<file path="src/rtl/mesi_isc_broad_n.sv">
// mesi_isc_broad_n -- parametrised N-CPU coherence broadcast engine.
// Requests queue in a FIFO; each one is snooped to every other CPU, then granted to its originator.
module mesi_isc_broad_n #(
   parameter int N_CPU            = 4,
   parameter int CPU_ID_WIDTH     = 2,
   parameter int CBUS_CMD_WIDTH   = 3,
   parameter int ADDR_WIDTH       = 32,
   parameter int BROAD_TYPE_WIDTH = 2,
   parameter int BROAD_ID_WIDTH   = 5,
   parameter int FIFO_DEPTH       = 4,
   parameter int FIFO_DEPTH_LOG2  = 2,
   parameter int TIMEOUT_CYCLES   = 255
) (
   input  logic                              clk,
   input  logic                              rst,
   input  logic [N_CPU-1:0]                  cbus_ack_array_i,
   input  logic                              broad_fifo_wr_i,
   input  logic [ADDR_WIDTH-1:0]             broad_addr_i,
   input  logic [BROAD_TYPE_WIDTH-1:0]       broad_type_i,
   input  logic [CPU_ID_WIDTH-1:0]           broad_cpu_id_i,
   input  logic [BROAD_ID_WIDTH-1:0]         broad_id_i,
   output logic [ADDR_WIDTH-1:0]             cbus_addr_o,
   output logic [N_CPU*CBUS_CMD_WIDTH-1:0]   cbus_cmd_array_o,
   output logic [BROAD_ID_WIDTH-1:0]         active_id_o,
   output logic                              fifo_status_full_o,
   output logic [FIFO_DEPTH_LOG2:0]          fifo_count_o,
   output logic [2:0]                        err_o
);

   localparam logic [1:0] ST_IDLE   = 2'd0;
   localparam logic [1:0] ST_SNOOP  = 2'd1;
   localparam logic [1:0] ST_ENABLE = 2'd2;

   localparam logic [CBUS_CMD_WIDTH-1:0] CMD_NOP      = CBUS_CMD_WIDTH'(0);
   localparam logic [CBUS_CMD_WIDTH-1:0] CMD_WR_SNOOP = CBUS_CMD_WIDTH'(1);
   localparam logic [CBUS_CMD_WIDTH-1:0] CMD_RD_SNOOP = CBUS_CMD_WIDTH'(2);
   localparam logic [CBUS_CMD_WIDTH-1:0] CMD_EN_WR    = CBUS_CMD_WIDTH'(3);
   localparam logic [CBUS_CMD_WIDTH-1:0] CMD_EN_RD    = CBUS_CMD_WIDTH'(4);

   localparam logic [BROAD_TYPE_WIDTH-1:0] TYPE_WR = BROAD_TYPE_WIDTH'(1);
   localparam logic [BROAD_TYPE_WIDTH-1:0] TYPE_RD = BROAD_TYPE_WIDTH'(2);

   localparam int CNT_W = FIFO_DEPTH_LOG2 + 1;
   localparam int WD_W  = (TIMEOUT_CYCLES > 0) ? $clog2(TIMEOUT_CYCLES + 1) : 1;
   localparam logic [WD_W-1:0] WD_LIMIT = WD_W'(TIMEOUT_CYCLES);

   // Request storage; head is read combinationally so IDLE can act on it in the same cycle.
   logic [ADDR_WIDTH-1:0]       addr_mem [FIFO_DEPTH];
   logic [BROAD_TYPE_WIDTH-1:0] type_mem [FIFO_DEPTH];
   logic [CPU_ID_WIDTH-1:0]     cpu_mem  [FIFO_DEPTH];
   logic [BROAD_ID_WIDTH-1:0]   id_mem   [FIFO_DEPTH];

   logic [FIFO_DEPTH_LOG2-1:0]  wr_ptr_q, wr_ptr_d;
   logic [FIFO_DEPTH_LOG2-1:0]  rd_ptr_q, rd_ptr_d;
   logic [CNT_W-1:0]            count_q, count_d;
   logic                        full_q, full_d;
   logic                        push, pop, overflow;

   logic [ADDR_WIDTH-1:0]       head_addr;
   logic [BROAD_TYPE_WIDTH-1:0] head_type;
   logic [CPU_ID_WIDTH-1:0]     head_cpu;
   logic [BROAD_ID_WIDTH-1:0]   head_id;

   logic [1:0]                  state_q, state_d;
   logic [N_CPU-1:0]            pending_q, pending_d;
   logic [CPU_ID_WIDTH-1:0]     orig_q, orig_d;
   logic                        is_wr_q, is_wr_d;
   logic [ADDR_WIDTH-1:0]       addr_q, addr_d;
   logic [BROAD_ID_WIDTH-1:0]   id_q, id_d;
   logic [WD_W-1:0]             wd_q, wd_d;
   logic [2:0]                  err_q, err_d;
   logic                        illegal_pop, start, ack_taken, timeout_hit;

   logic [N_CPU-1:0]                           others_mask;
   logic [N_CPU-1:0]                           orig_ack_vec;
   logic [N_CPU-1:0][CBUS_CMD_WIDTH-1:0]       cmd_q;
   logic [CBUS_CMD_WIDTH-1:0]                  cmd_d [N_CPU];

   assign push     = broad_fifo_wr_i & ~full_q;
   assign overflow = broad_fifo_wr_i & full_q;

   always_ff @(posedge clk) begin
      if (push) begin
         addr_mem[wr_ptr_q] <= broad_addr_i;
         type_mem[wr_ptr_q] <= broad_type_i;
         cpu_mem[wr_ptr_q]  <= broad_cpu_id_i;
         id_mem[wr_ptr_q]   <= broad_id_i;
      end
   end

   assign head_addr = addr_mem[rd_ptr_q];
   assign head_type = type_mem[rd_ptr_q];
   assign head_cpu  = cpu_mem[rd_ptr_q];
   assign head_id   = id_mem[rd_ptr_q];

   always_comb begin
      wr_ptr_d = wr_ptr_q + FIFO_DEPTH_LOG2'(push);
      rd_ptr_d = rd_ptr_q + FIFO_DEPTH_LOG2'(pop);
      count_d  = count_q + CNT_W'(push) - CNT_W'(pop);
      full_d   = (count_d == CNT_W'(FIFO_DEPTH));
   end

   // Per-CPU decode: who gets snooped, originator ack, and next command from next-state registers.
   for (genvar gi = 0; gi < N_CPU; gi++) begin : g_cpu
      assign others_mask[gi]  = (head_cpu != CPU_ID_WIDTH'(gi));
      assign orig_ack_vec[gi] = cbus_ack_array_i[gi] & (orig_q == CPU_ID_WIDTH'(gi));
      assign cmd_d[gi] = (state_d == ST_SNOOP && pending_d[gi])              ?
                            (is_wr_d ? CMD_WR_SNOOP : CMD_RD_SNOOP)             :
                         (state_d == ST_ENABLE && orig_d == CPU_ID_WIDTH'(gi)) ?
                            (is_wr_d ? CMD_EN_WR : CMD_EN_RD)                   :
                            CMD_NOP;
   end

   always_comb begin
      state_d     = state_q;
      pending_d   = pending_q;
      orig_d      = orig_q;
      is_wr_d     = is_wr_q;
      addr_d      = addr_q;
      id_d        = id_q;
      pop         = 1'b0;
      illegal_pop = 1'b0;
      start       = 1'b0;
      ack_taken   = 1'b0;
      case (state_q)
         ST_IDLE: begin
            if (count_q != '0) begin
               if (head_type == TYPE_WR || head_type == TYPE_RD) begin
                  start     = 1'b1;
                  pending_d = others_mask;
                  orig_d    = head_cpu;
                  is_wr_d   = (head_type == TYPE_WR);
                  addr_d    = head_addr;
                  id_d      = head_id;
                  state_d   = (others_mask != '0) ? ST_SNOOP : ST_ENABLE;
               end else begin
                  pop         = 1'b1;
                  illegal_pop = 1'b1;
               end
            end
         end
         ST_SNOOP: begin
            ack_taken = |(cbus_ack_array_i & pending_q);
            pending_d = pending_q & ~cbus_ack_array_i;
            if (pending_d == '0) begin
               state_d = ST_ENABLE;
            end
         end
         ST_ENABLE: begin
            ack_taken = |orig_ack_vec;
            if (ack_taken) begin
               pop     = 1'b1;
               state_d = ST_IDLE;
               addr_d  = '0;
               id_d    = '0;
            end
         end
         default: state_d = ST_IDLE;
      endcase
   end

   // Watchdog only observes; it flags a stalled broadcast but never aborts it.
   always_comb begin
      wd_d        = '0;
      timeout_hit = 1'b0;
      if (TIMEOUT_CYCLES != 0 && state_q != ST_IDLE) begin
         if (ack_taken) begin
            wd_d = '0;
         end else if (wd_q == WD_LIMIT) begin
            wd_d = wd_q;
         end else begin
            wd_d = wd_q + 1'b1;
         end
         timeout_hit = (wd_d == WD_LIMIT);
      end
   end

   assign err_d = err_q | {illegal_pop, timeout_hit, overflow};

   always_ff @(posedge clk) begin
      if (!rst) begin
         state_q   <= ST_IDLE;
         pending_q <= '0;
         orig_q    <= '0;
         is_wr_q   <= 1'b0;
         addr_q    <= '0;
         id_q      <= '0;
         wd_q      <= '0;
         err_q     <= '0;
         wr_ptr_q  <= '0;
         rd_ptr_q  <= '0;
         count_q   <= '0;
         full_q    <= 1'b0;
         for (int i = 0; i < N_CPU; i++) begin
            cmd_q[i] <= CMD_NOP;
         end
      end else begin
         state_q   <= state_d;
         pending_q <= pending_d;
         orig_q    <= orig_d;
         is_wr_q   <= is_wr_d;
         addr_q    <= addr_d;
         id_q      <= id_d;
         wd_q      <= wd_d;
         err_q     <= err_d;
         wr_ptr_q  <= wr_ptr_d;
         rd_ptr_q  <= rd_ptr_d;
         count_q   <= count_d;
         full_q    <= full_d;
         for (int i = 0; i < N_CPU; i++) begin
            cmd_q[i] <= cmd_d[i];
         end
      end
   end

   assign cbus_addr_o        = addr_q;
   assign cbus_cmd_array_o   = cmd_q;
   assign active_id_o        = id_q;
   assign fifo_status_full_o = full_q;
   assign fifo_count_o       = count_q;
   assign err_o              = err_q;

endmodule

</file>
<file path="config.mk">
export PLATFORM = sky130hd
export DESIGN_NAME = mesi_isc_broad_n
export DESIGN_NICKNAME = d
export VERILOG_FILES = /design/src/rtl/mesi_isc_broad_n.sv
export SDC_FILE = /design/constraint.sdc
export NUM_CORES = 1
export LEC_CHECK = 0
export ABC_AREA = 1
export CAP_MARGIN = 20
export CORE_UTILIZATION = 25
export DETAILED_ROUTE_END_ITERATION = 8
export DONT_BUFFER_PORTS = 1
export SLEW_MARGIN = 20
export SYNTH_ARGS = -nofsm -noshare
export SYNTH_HDL_FRONTEND = slang
export SYNTH_SLANG_ARGS = --single-unit
export TNS_END_PERCENT = 20
</file>
<file path="constraint.sdc">
create_clock -name clk -period 3.65 [get_ports clk]
set_input_delay 0.365 -clock clk [delete_from_list [all_inputs] [get_ports clk]]
set_output_delay 0.365 -clock clk [all_outputs]
set_load 0.03 [all_outputs]
</file>
==> key figures, run 1 <==
CTS
  – Clock buffer depth: 3
  – Num CTS Buffers: 28
  – CTS root buf: clkbuf_16
  – Post-CTS Setup Inserts: 0
  – Clk Latency, worst-skew pair: 560 ps
  – H-tree Lvls: 1
  – CTS Sinks: 241
  – TritonCTS clock tree: done
  – Clk pin slew, worst setup/hold paths: 60 ps

Die
  – Cell row count: 71
  – CORE AREA: 37900 um^2
  – Initial Util: 25.5%
  – DIE AREA: 39500 um^2
  – Die Width: 199 um
  – Die Ht: 199 um
  – Io pins: 104

Route
  – Via count: 6645
  – 1st-iter DRT viols: 239
  – Routed len/inst: 15.3 um
  – Drt drc: 0
  – Total length of routed wires: 23.3 mm
  – Post-DR vias/cell: 4.36
  – Final antenna-violating net count: 0
  – DRT Pass-1 Iters: 4

Worst setup path
  – Most common cell on crit path: nand2_1
  – Crit-path max FO: 41
  – CP required: 4120 ps
  – CP max stage cell: buf_4
  – Startpoint types: flop
  – Crit path arrival time: 3350 ps
  – Critical path's largest stage delay: 470 ps
  – CP Class: reg -> reg
  – Crit path capture type: flop
  – CP delay by family, top: adder cells
  – Crit path cell chain: buf_4 -> o21ai_0 -> o22ai_1 -> ha_1 -> nand3_1 -> nand2_1 -> nand2_1 -> nand2_1 -> ha_1 -> fa_1 -> xor2_1 -> nand2_1 -> nor3_1
  – Worst path bufs/invs: 1

STA
  – Clock skew: 17.6 ps
  – Tcrit/Tclk final: 78.9%
  – FMAX: 347 MHz
  – Final Max Slew Viols: 0
  – Total negative slack: 0 ps
  – Final hold violations: 0
  – RSZ-0062 raised after global routing: false
  – Setup violators final: 0
  – Worst-Margin Slew: 753 ps
  – Slew headroom: 49.8%
  – PnR worst setup slack: 771 ps
  – Min cycle time layout: 2880 ps

Placement
  – DP Cell Count: 1429
  – Placer Congestion: 0.810
  – Worst slack, placed: 748 ps
  – Hpwl dp: 14.0 mm
  – I/O Buffers: 0

Logic synthesis
  – Sequential share of the synthesized area: 66.7%
  – Mapped cell area: 9690 um^2
  – Cell variety after synth: 32
  – Syn Nets: 1006
  – Synthesized area per cell: 10.2 um^2
  – Syn Inst Count: 949
  – Synth warn: 0
  – Number of synthesized register bits: 241

Flow run
  – Max-cap viol count: 0

GRT
  – Grt total ovfl: 0
  – First-pass GRT wire length: 36.6 mm
  – Largest net degree at the start of global routing: 47
  – Initial antenna violation count: 1
  – Vias in the first global route: 6624
  – Gr usage total: 12.0%

Power
  – Pint: 5.95 mW
  – Power density cells: 839 nW/um^2
  – Design Power: 9.73 mW
  – Switching power: 3.78 mW
  – Maximum VDD drop: 0.000542 V
  – P_leak: 4.12 nW
  – Flop pwr share: 40.6%
  – Sw Ratio: 38.8%
  – Clock power frac: 27.7%
  – Share of total power in combinational logic: 31.7%

Worst hold path
  – Worst min path class: in -> reg

Status
  – Status: finished, final reports clean

Layout
  – Most common cell after layout, fill and taps aside: nor2_1
  – Sequential cell area: 6470 um^2
  – Layout area overhead: 19.8%
  – Most frequent cells in the layout: nor2_1, edfxtp_1, o21ai_0
  – Final Net Count: 1048
  – FILL cells: 3914
  – Share of cells above drive strength 1: 8.69%
  – Multi-input gate area: 2710 um^2
  – Finished Layout Cells: 1525
==> path summary, 6_finish.rpt <==
kind	start	to	slack, ps	cells after the start
setup / recovery	rd_ptr_q[1]	fifo_status_full_o	770	13
hold / removal	rst	is_wr_q	100	2
setup reg to reg	rd_ptr_q[1]	fifo_status_full_o	770	13
hold reg to reg	wd_q[7]	wd_q[7]	570	2
==> kinds of logic after synthesis <==
group	synth area share [%]
AOI/OAI and AO/OA	12.1
adders and majority gates	1.24
and+or+nand+nor	13.9
buffers and inverters	5.66
DFF	66.7
xor gates and xnor gates	0.362
==> power by group through the flow <==
stage               Combinational, mW  Sequential, mW  Clock, mW
floorplan                        2.37            3.93          0
finish                           3.09            3.95       2.69
global route                     3.53            4.00       2.90
detailed placement               3.06            4.01          0
global placement                 3.00            4.00          0
CTS                              3.14            3.95       2.79
==> per-stage QoR <==
| stage | util, % | area, um^2 | hold slack, ps |
|---|---|---|---|
| after floorplan | - | 9690 | 464 |
| after global placement | 27.1 | 10300 | 464 |
| after detailed placement | 27.1 | 10300 | 464 |
| after CTS | 30.6 | 11600 | 70.3 |
| after global routing | 30.6 | 11600 | 106 |
| final | 30.6 | 11600 | 98.7 |
==> per-layer routing <==
| layer | vias to the layer above | global-route usage (%) | share of wire (%) |
|---|---|---|---|
| li1 | 3303 | - | - |
| met1 | 3170 | 15.2 | 46 |
| met2 | 129 | 20.3 | 47 |
| met3 | 41 | 3.07 | 5.2 |
| met4 | 2 | 2.91 | 2.0 |
| met5 | - | 0 | 0.056 |
==> repair_timing <==
item | 4_1_cts | 5_1_grt
hold endpoints to repair | 212 | 0
hold buffers | 43 | 0
resized for setup | 0 | 0
==> flip-flops by register name, summed over array words and instances, names as in the netlist, 4 cells and up <==
register	cells
type_mem	8
wd_q	8
cbus_addr_o	32
cpu_mem	8
cbus_cmd_array_o	12
active_id_o	5
id_mem	20
pending_q	4
addr_mem	128
==> final cells by class <==
cell class,count,area share (%)
antenna,1,0.0216
clock buffer,34,6.32
clock inverter,18,1.42
inverter,88,2.85
multi-input combinational,575,23.3
sequential,241,55.8
tap,511,5.51
timing repair buffer,57,4.81
==> Yosys cell counts (all sizes together) <==
cell type	number	area, um^2
nor3	6	30.0
and2	3	18.8
nand3	28	153
a21oi	90	458
a32o	1	10.0
ha	8	100
o22ai	1	6.26
o21bai	1	7.51
xnor2	2	17.5
nand4	1	6.26
nand2	95	369
edfxtp	164	4920
fa	1	20.0
xor2	2	17.5
o211ai	1	12.5
dfxtp	77	1540
clkbuf	18	67.6
nor2	202	773
buf	27	150
inv	88	330
a31oi	1	6.26
o21ai	132	668
(Power assumes the default switching activity.)
==> run 2: changes to the inputs <==
--- a/config.mk
+++ b/config.mk
@@ -5,7 +5,7 @@
 export SDC_FILE = /design/constraint.sdc
 export NUM_CORES = 1
 export LEC_CHECK = 0
-export ABC_AREA = 1
+export ABC_AREA = 0
 export CAP_MARGIN = 20
 export CORE_UTILIZATION = 25
 export DETAILED_ROUTE_END_ITERATION = 8
==> constraint.sdc (replaced) <==
create_clock -name clk -period 2.97 [get_ports clk]
set_input_delay 0.297 -clock clk [delete_from_list [all_inputs] [get_ports clk]]
set_output_delay 0.297 -clock clk [all_outputs]
set_load 0.03 [all_outputs]
==> key figures, run 2 <==
Status
  – Status: finished, final reports clean (unchanged)

Power
  – Flop pwr share: 43.9% (was 40.6%)
  – Share of total power in combinational logic: 25.2% (was 31.7%)
  – Sw Ratio: 33.6% (was 38.8%)
  – Switching power: 3.79 mW (was 3.78 mW)
  – Pint: 7.47 mW (was 5.95 mW)
  – Clock power frac: 30.9% (was 27.7%)
  – P_leak: 3.72 nW (was 4.12 nW)
  – Power density cells: 985 nW/um^2 (was 839 nW/um^2)
  – Maximum VDD drop: 0.000721 V (was 0.000542 V)

Logic synthesis
  – Syn Inst Count: 589 (was 949)
  – Yosys top cell by area: edfxtp_1 (unchanged)
  – Mapped cell area: 9300 um^2 (was 9690 um^2)
  – Synth top area share: 53.0% (was 50.8%)
  – Async set or reset register ratio after synthesis: 0% (unchanged)
  – Cell variety after synth: 55 (was 32)
  – Synthesized area per cell: 15.8 um^2 (was 10.2 um^2)
  – Number of synthesized register bits: 241 (unchanged)
  – Synth top area cells: edfxtp_1, dfxtp_1, mux4_2 (was edfxtp_1, dfxtp_1, nor2_1)
  – Most common cell in the netlist: edfxtp_1 (was nor2_1)
  – Top FF cell, synth: edfxtp_1 (unchanged)
  – Syn Nets: 646 (was 1006)
  – Number of flops mapped to enable cells by yosys: 164 (unchanged)
  – Synth warn: 0 (unchanged)
  – Sequential share of the synthesized area: 69.5% (was 66.7%)
  – Synth cell count leaders: edfxtp_1, dfxtp_1, nand2_1 (was nor2_1, edfxtp_1, o21ai_0)

Layout
  – Layout area overhead: 23.0% (was 19.8%)
  – Final Util: 31.2% (was 30.6%)
  – Most frequent cells in the layout: edfxtp_1, dfxtp_1, nand2_1 (was nor2_1, edfxtp_1, o21ai_0)
  – Share of cells above drive strength 1: 25.6% (was 8.69%)
  – Most common cell after layout, fill and taps aside: edfxtp_1 (was nor2_1)
  – Max FFs per register: 128 (unchanged)
  – Largest reg by FF count: addr_mem (unchanged)
  – Final Net Count: 716 (was 1048)

STA
  – Setup violators final: 0 (unchanged)
  – RSZ-0062 raised after global routing: true (was false)
  – Min cycle time layout: 2880 ps (about the same)
  – Worst-Margin Slew: 871 ps (was 753 ps)
  – Clock skew: 23.5 ps (was 17.6 ps)
  – Slew headroom: 41.9% (was 49.8%)
  – Fin Hold WS: 201 ps (was 98.7 ps)
  – Final Max Slew Viols: 0 (unchanged)
  – Tcrit/Tclk final: 96.8% (was 78.9%)
  – Final hold violations: 0 (unchanged)
  – FMAX: 348 MHz (was 347 MHz)

GRT
  – Gr usage total: 10.9% (was 12.0%)
  – First-pass GRT wire length: 31.9 mm (was 36.6 mm)
  – Largest net degree at the start of global routing: 42 (was 47)
  – Vias in the first global route: 5389 (was 6624)
  – Grt total ovfl: 0 (unchanged)
  – Initial antenna violation count: 1 (unchanged)

Route
  – Total length of routed wires: 20.3 mm (was 23.3 mm)
  – Final antenna-violating net count: 0 (unchanged)
  – Via count: 5254 (was 6645)
  – DRT Pass-1 Iters: 4 (unchanged)
  – Drt drc: 0 (unchanged)
  – 1st-iter DRT viols: 219 (was 239)
  – Routed len/inst: 17.7 um (was 15.3 um)
  – Post-DR vias/cell: 4.57 (was 4.36)

Worst setup path
  – Critical path's largest stage delay: 510 ps (was 470 ps)
  – Crit path cell chain: mux4_2 -> ha_1 -> buf_4 -> o21a_1 -> or3_4 -> a2111o_1 -> o32ai_1 (was buf_4 -> o21ai_0 -> o22ai_1 -> ha_1 -> nand3_1 -> nand2_1 -> nand2_1 -> nand2_1 -> ha_1 -> fa_1 -> xor2_1 -> nand2_1 -> nor3_1)
  – CP max stage cell: mux4_2 (was buf_4)
  – CP Class: reg -> reg (unchanged)
  – Crit-path max FO: 8 (was 41)
  – Crit path capture type: flop (unchanged)
  – Crit path arrival time: 3320 ps (was 3350 ps)
  – Startpoint types: flop (unchanged)
  – CP required: 3420 ps (was 4120 ps)

Flow run
  – Max-cap viol count: 0 (unchanged)

Placement
  – Placer Congestion: 0.779 (was 0.810)
  – I/O Buffers: 0 (unchanged)
  – Hpwl dp: 12.4 mm (was 14.0 mm)

CTS
  – Clk pin slew, worst setup/hold paths: 60 ps (about the same)
  – CTS root buf: clkbuf_16 (unchanged)
  – CTS Sinks: 241 (unchanged)
  – H-tree Lvls: 1 (unchanged)
  – Clk Latency, worst-skew pair: 570 ps (was 560 ps)
  – TritonCTS clock tree: done (unchanged)
  – Clock buffer depth: 3 (unchanged)
  – Num CTS Buffers: 28 (unchanged)

Die
  – Initial Util: 25.4% (was 25.5%)
  – DIE AREA: 38000 um^2 (was 39500 um^2)
  – Die Width: 195 um (was 199 um)
  – Die Ht: 195 um (was 199 um)
  – CORE AREA: 36600 um^2 (was 37900 um^2)
  – Io pins: 104 (unchanged)
  – Cell row count: 70 (was 71)

Worst hold path
  – Worst min path class: in -> reg (unchanged)
run 2: changes by cell type in the layout (fill, tap and decap cells not counted), sizes merged, moves of 8 or more:
| cell | previous run | this run |
|---|---|---|
| or3b | 0 | 37 |
| o32ai | 0 | 8 |
| nand2 | 95 | 47 |
| nor2 | 202 | 28 |
| mux4 | 0 | 42 |
| a21oi | 90 | 46 |
| nor2b | 0 | 8 |
| inv | 89 | 17 |
| nand3 | 28 | 8 |
| o21ai | 132 | 5 |
| buf | 15 | 26 |
run 2: power groups by stage:
stage | registers (mW) | clock network, mW | logic [mW]
2_1_floorplan | 4.98 | 0 | 1.93
3_3_place_gp | 5.03 | 0 | 2.80
3_5_place_dp | 5.04 | 0 | 2.83
4_1_cts | 4.97 | 3.59 | 2.91
5_1_grt | 5.02 | 3.70 | 3.17
6_report | 4.95 | 3.48 | 2.84
run 2: timing repair:
action / CTS / global route
hold buffers: 43 / 0
endpoints found under the setup margin: 0 / 1
buffers inserted: 0 / 0
hold endpoints to repair: 173 / 0
gates resized for setup: 0 / 1
run 2: cell families (layout without fill, tap and decap cells):
family / after synthesis / count (layout) / synth area share (%)
buffers and inverters: 38 / 130 / 1.75
multiplexers: 52 / 52 / 11.3
XOR/XNOR: 8 / 8 / 0.754
AO/OA/AOI/OAI: 82 / 82 / 5.56
other: 0 / 1 / 0
AND/OR/NAND/NOR: 159 / 159 / 9.78
adder cells (fa/ha/maj): 9 / 9 / 1.29
flip-flops: 241 / 241 / 69.5
run 2: worst max-delay path, delay by kind of cell, from the launching register on:
family / cells / cell delay [ps]
multiplexers: 1 / 510
flip-flops: 1 / 380
AO/OA/AOI/OAI: 3 / 1040
AND/OR/NAND/NOR: 1 / 350
buffers and inverters: 1 / 160
adder cells (fa/ha/maj): 1 / 330
run 2: per-layer routing:
metal | GRT usage (%) | vias to the layer above | routed length, um
met3 | 3.24 | 33 | 1240
met1 | 13.6 | 2681 | 8750
met2 | 18.4 | 120 | 9920
met5 | 0 | - | 0
li1 | - | 2420 | -
met4 | 2.77 | 0 | 422
run 2: worst paths after layout:
| check | start | end | slack, ps | depth (start not counted) |
|---|---|---|---|---|
| worst max register to register | rd_ptr_q[0] | cbus_cmd_array_o[10] | 90 | 7 |
| worst max-delay path | rd_ptr_q[0] | cbus_cmd_array_o[10] | 90 | 7 |
| worst min-delay path | cbus_ack_array_i[1] | pending_q[1] | 200 | 4 |
| worst min register to register | rd_ptr_q[0] | rd_ptr_q[0] | 550 | 2 |
run 2: cell type report:
cell class,count,area (um^2)
Antenna cell,1,2.50
Clock buffer,35,823
Clock inverter,17,141
Fill cell,3601,25200
Inverter,9,33.8
Multi-Input combinational cell,310,2710
Sequential cell,241,6470
Tap cell,468,586
Timing Repair Buffer,69,663
run 2: per-stage QoR:
stage               cell area, um^2  instances  setup WS (ps)  setup TNS (ps)  total power, mW
CTS                           11400       1149           93.8               0             11.5
global route                  11400       1150          -12.4           -12.4             11.9
finish                        11400       1150           94.3               0             11.3
floorplan                      9300        589           -961          -40230             6.91
detailed placement            10000       1054            120               0             7.87
global placement              10000       1054            198               0             7.83
==> run 3: changes to the inputs <==
==> constraint.sdc (replaced) <==
create_clock -name clk -period 2.97 [get_ports clk]
set_input_delay 0.1485 -clock clk [delete_from_list [all_inputs] [get_ports clk]]
set_output_delay 0.1485 -clock clk [all_outputs]
set_load 0.03 [all_outputs]
==> key figures, run 3 (synthesis results as in run 2) <==
Placement
  – Worst slack, placed: 148 ps (was 120 ps)
  – Placed Area: 10000 um^2 (about the same)
  – Placer Congestion: 0.798 (was 0.779)
  – Hpwl dp: 12.4 mm (about the same)
  – I/O Buffers: 0 (unchanged)
  – DP Cell Count: 1053 (was 1054)

STA
  – Final Max Slew Viols: 0 (unchanged)
  – Setup violators final: 0 (unchanged)
  – Slew headroom: 38.5% (was 41.9%)
  – RSZ-0062 raised after global routing: false (was true)
  – Clock skew: 14.5 ps (was 23.5 ps)
  – Tcrit/Tclk final: 94.7% (was 96.8%)
  – Min cycle time layout: 2810 ps (was 2880 ps)
  – Final hold violations: 0 (unchanged)
  – Fin Hold WS: 87.2 ps (was 201 ps)
  – PnR worst setup slack: 156 ps (was 94.3 ps)
  – Worst-Margin Slew: 922 ps (was 871 ps)
  – FMAX: 355 MHz (was 348 MHz)

GRT
  – First-pass GRT wire length: 32.2 mm (was 31.9 mm)
  – Grt total ovfl: 0 (unchanged)
  – Largest net degree at the start of global routing: 42 (unchanged)
  – Vias in the first global route: 5449 (was 5389)
  – Gr usage total: 11.0% (was 10.9%)
  – Initial antenna violation count: 2 (was 1)

Route
  – 1st-iter DRT viols: 216 (was 219)
  – Routed len/inst: 18.1 um (was 17.7 um)
  – Final antenna-violating net count: 0 (unchanged)
  – Via count: 5180 (was 5254)
  – Drt drc: 0 (unchanged)
  – DRT Pass-1 Iters: 4 (unchanged)
  – Post-DR vias/cell: 4.50 (was 4.57)
  – Total length of routed wires: 20.8 mm (was 20.3 mm)

CTS
  – CTS root buf: clkbuf_16 (unchanged)
  – H-tree Lvls: 1 (unchanged)
  – Post-CTS resize count: 0 (unchanged)
  – Hold buffers post-CTS: 45 (was 43)
  – Clock buffer depth: 3 (unchanged)
  – Clk Latency, worst-skew pair: 560 ps (was 570 ps)
  – TritonCTS clock tree: done (unchanged)
  – Clk pin slew, worst setup/hold paths: 60 ps (about the same)
  – CTS Sinks: 241 (unchanged)
  – Post-CTS Setup Inserts: 0 (unchanged)
  – Num CTS Buffers: 27 (was 28)

Power
  – Switching power: 3.71 mW (was 3.79 mW)
  – Clock power frac: 30.5% (was 30.9%)
  – Power density cells: 982 nW/um^2 (was 985 nW/um^2)
  – Sw Ratio: 33.1% (was 33.6%)
  – Share of total power in combinational logic: 25.3% (was 25.2%)
  – Pint: 7.49 mW (was 7.47 mW)
  – Design Power: 11.2 mW (was 11.3 mW)
  – Maximum VDD drop: 0.000514 V (was 0.000721 V)
  – Flop pwr share: 44.2% (was 43.9%)
  – P_leak: 3.71 nW (was 3.72 nW)

Worst hold path
  – Hold depth: 4 (unchanged)
  – Worst min path class: in -> reg (unchanged)

Layout
  – Final Net Count: 716 (unchanged)
  – Layout area overhead: 22.6% (was 23.0%)
  – Finished Layout Cells: 1150 (unchanged)
  – Most common cell after layout, fill and taps aside: edfxtp_1 (unchanged)
  – Most frequent cells in the layout: edfxtp_1, dfxtp_1, nand2_1 (unchanged)
  – Share of cells above drive strength 1: 24.4% (was 25.6%)
  – Post-route cell area: 11400 um^2 (about the same)
  – Max FFs per register: 128 (unchanged)
  – Largest reg by FF count: addr_mem (unchanged)

Worst setup path
  – CP required: 3430 ps (was 3420 ps)
  – Crit path cell chain: mux4_2 -> ha_1 -> buf_4 -> o21a_1 -> or3_4 -> a2111o_1 -> o32ai_1 (unchanged)
  – CP max stage cell: mux4_2 (unchanged)
  – Crit path capture type: flop (unchanged)
  – R2R depth: 7 (unchanged)
  – Crit path arrival time: 3270 ps (was 3320 ps)
  – CP Class: reg -> reg (unchanged)
  – Crit-path max FO: 8 (unchanged)
  – Critical path's largest stage delay: 500 ps (was 510 ps)
  – Startpoint types: flop (unchanged)

Die
  – Initial Util: 25.4% (unchanged)
  – Die Ht: 195 um (unchanged)
  – Cell row count: 70 (unchanged)
  – DIE AREA: 38000 um^2 (unchanged)
  – CORE AREA: 36600 um^2 (unchanged)
  – Die Width: 195 um (unchanged)
  – Io pins: 104 (unchanged)

Flow run
  – Max-cap viol count: 0 (unchanged)

Status
  – Status: finished, final reports clean (unchanged)
-- run 3: cell types whose count changed in the layout (fill, tap and decap cells not counted), sizes merged --
cell | previous run | this run
buf | 26 | 25
bufinv | 0 | 2
clkbuf | 35 | 38
clkinv | 7 | 6
clkinvlp | 2 | 1
diode | 1 | 2
dlygate4sd3 | 43 | 45
inv | 17 | 12
-- run 3: per-stage QoR --
| stage | TNS, ps | utilization [%] |
|---|---|---|
| after global routing | 0 | 31.1 |
| after CTS | 0 | 31.1 |
| after floorplan | -40230 | - |
| final | 0 | 31.1 |
| after global placement | 0 | 27.4 |
| after detailed placement | 0 | 27.4 |
-- run 3: worst paths after layout --
kind | startpoint | endpoint | slack [ps]
max reg2reg | rd_ptr_q[0] | cbus_cmd_array_o[9] | 160
min reg2reg | rd_ptr_q[0] | rd_ptr_q[0] | 570
min | cbus_ack_array_i[3] | wd_q[6] | 90
max | rd_ptr_q[0] | cbus_cmd_array_o[9] | 160
-- run 3: worst max-delay path, delay by kind of cell, from the launching register on --
family | cells | cell delay, ps
AO/OA/AOI/OAI | 3 | 1010
multiplexers | 1 | 500
flip-flops | 1 | 380
AND/OR/NAND/NOR | 1 | 360
adder cells (fa/ha/maj) | 1 | 320
buffers and inverters | 1 | 160
-- run 3: cell type report --
class,count,area (um^2)
fillers,3588,25200
repair buffers,70,676
inverters,9,33.8
clock inverters,12,131
diodes,2,5.00
multi-input cells,310,2710
well taps,468,586
clock buffers,38,790
flip-flops and latches,241,6470
-- run 3: power by group through the flow --
stage          Combinational [mW]  Sequential [mW]  Clock (mW)
3_5_place_dp                 2.81             5.03           0
2_1_floorplan                1.93             4.98           0
4_1_cts                      2.89             4.96        3.55
6_report                     2.83             4.95        3.42
3_3_place_gp                 2.79             5.02           0
5_1_grt                      3.11             5.01        3.66
-- run 3: routing by layer --
layer	share of wire [%]	vias up	wire length [um]	global-route usage (%)
li1	-	2420	-	-
met1	44	2603	9070	13.8
met2	49	129	10100	18.6
met3	5.7	28	1180	3.11
met4	2.1	0	448	3.00
met5	0	-	0	0
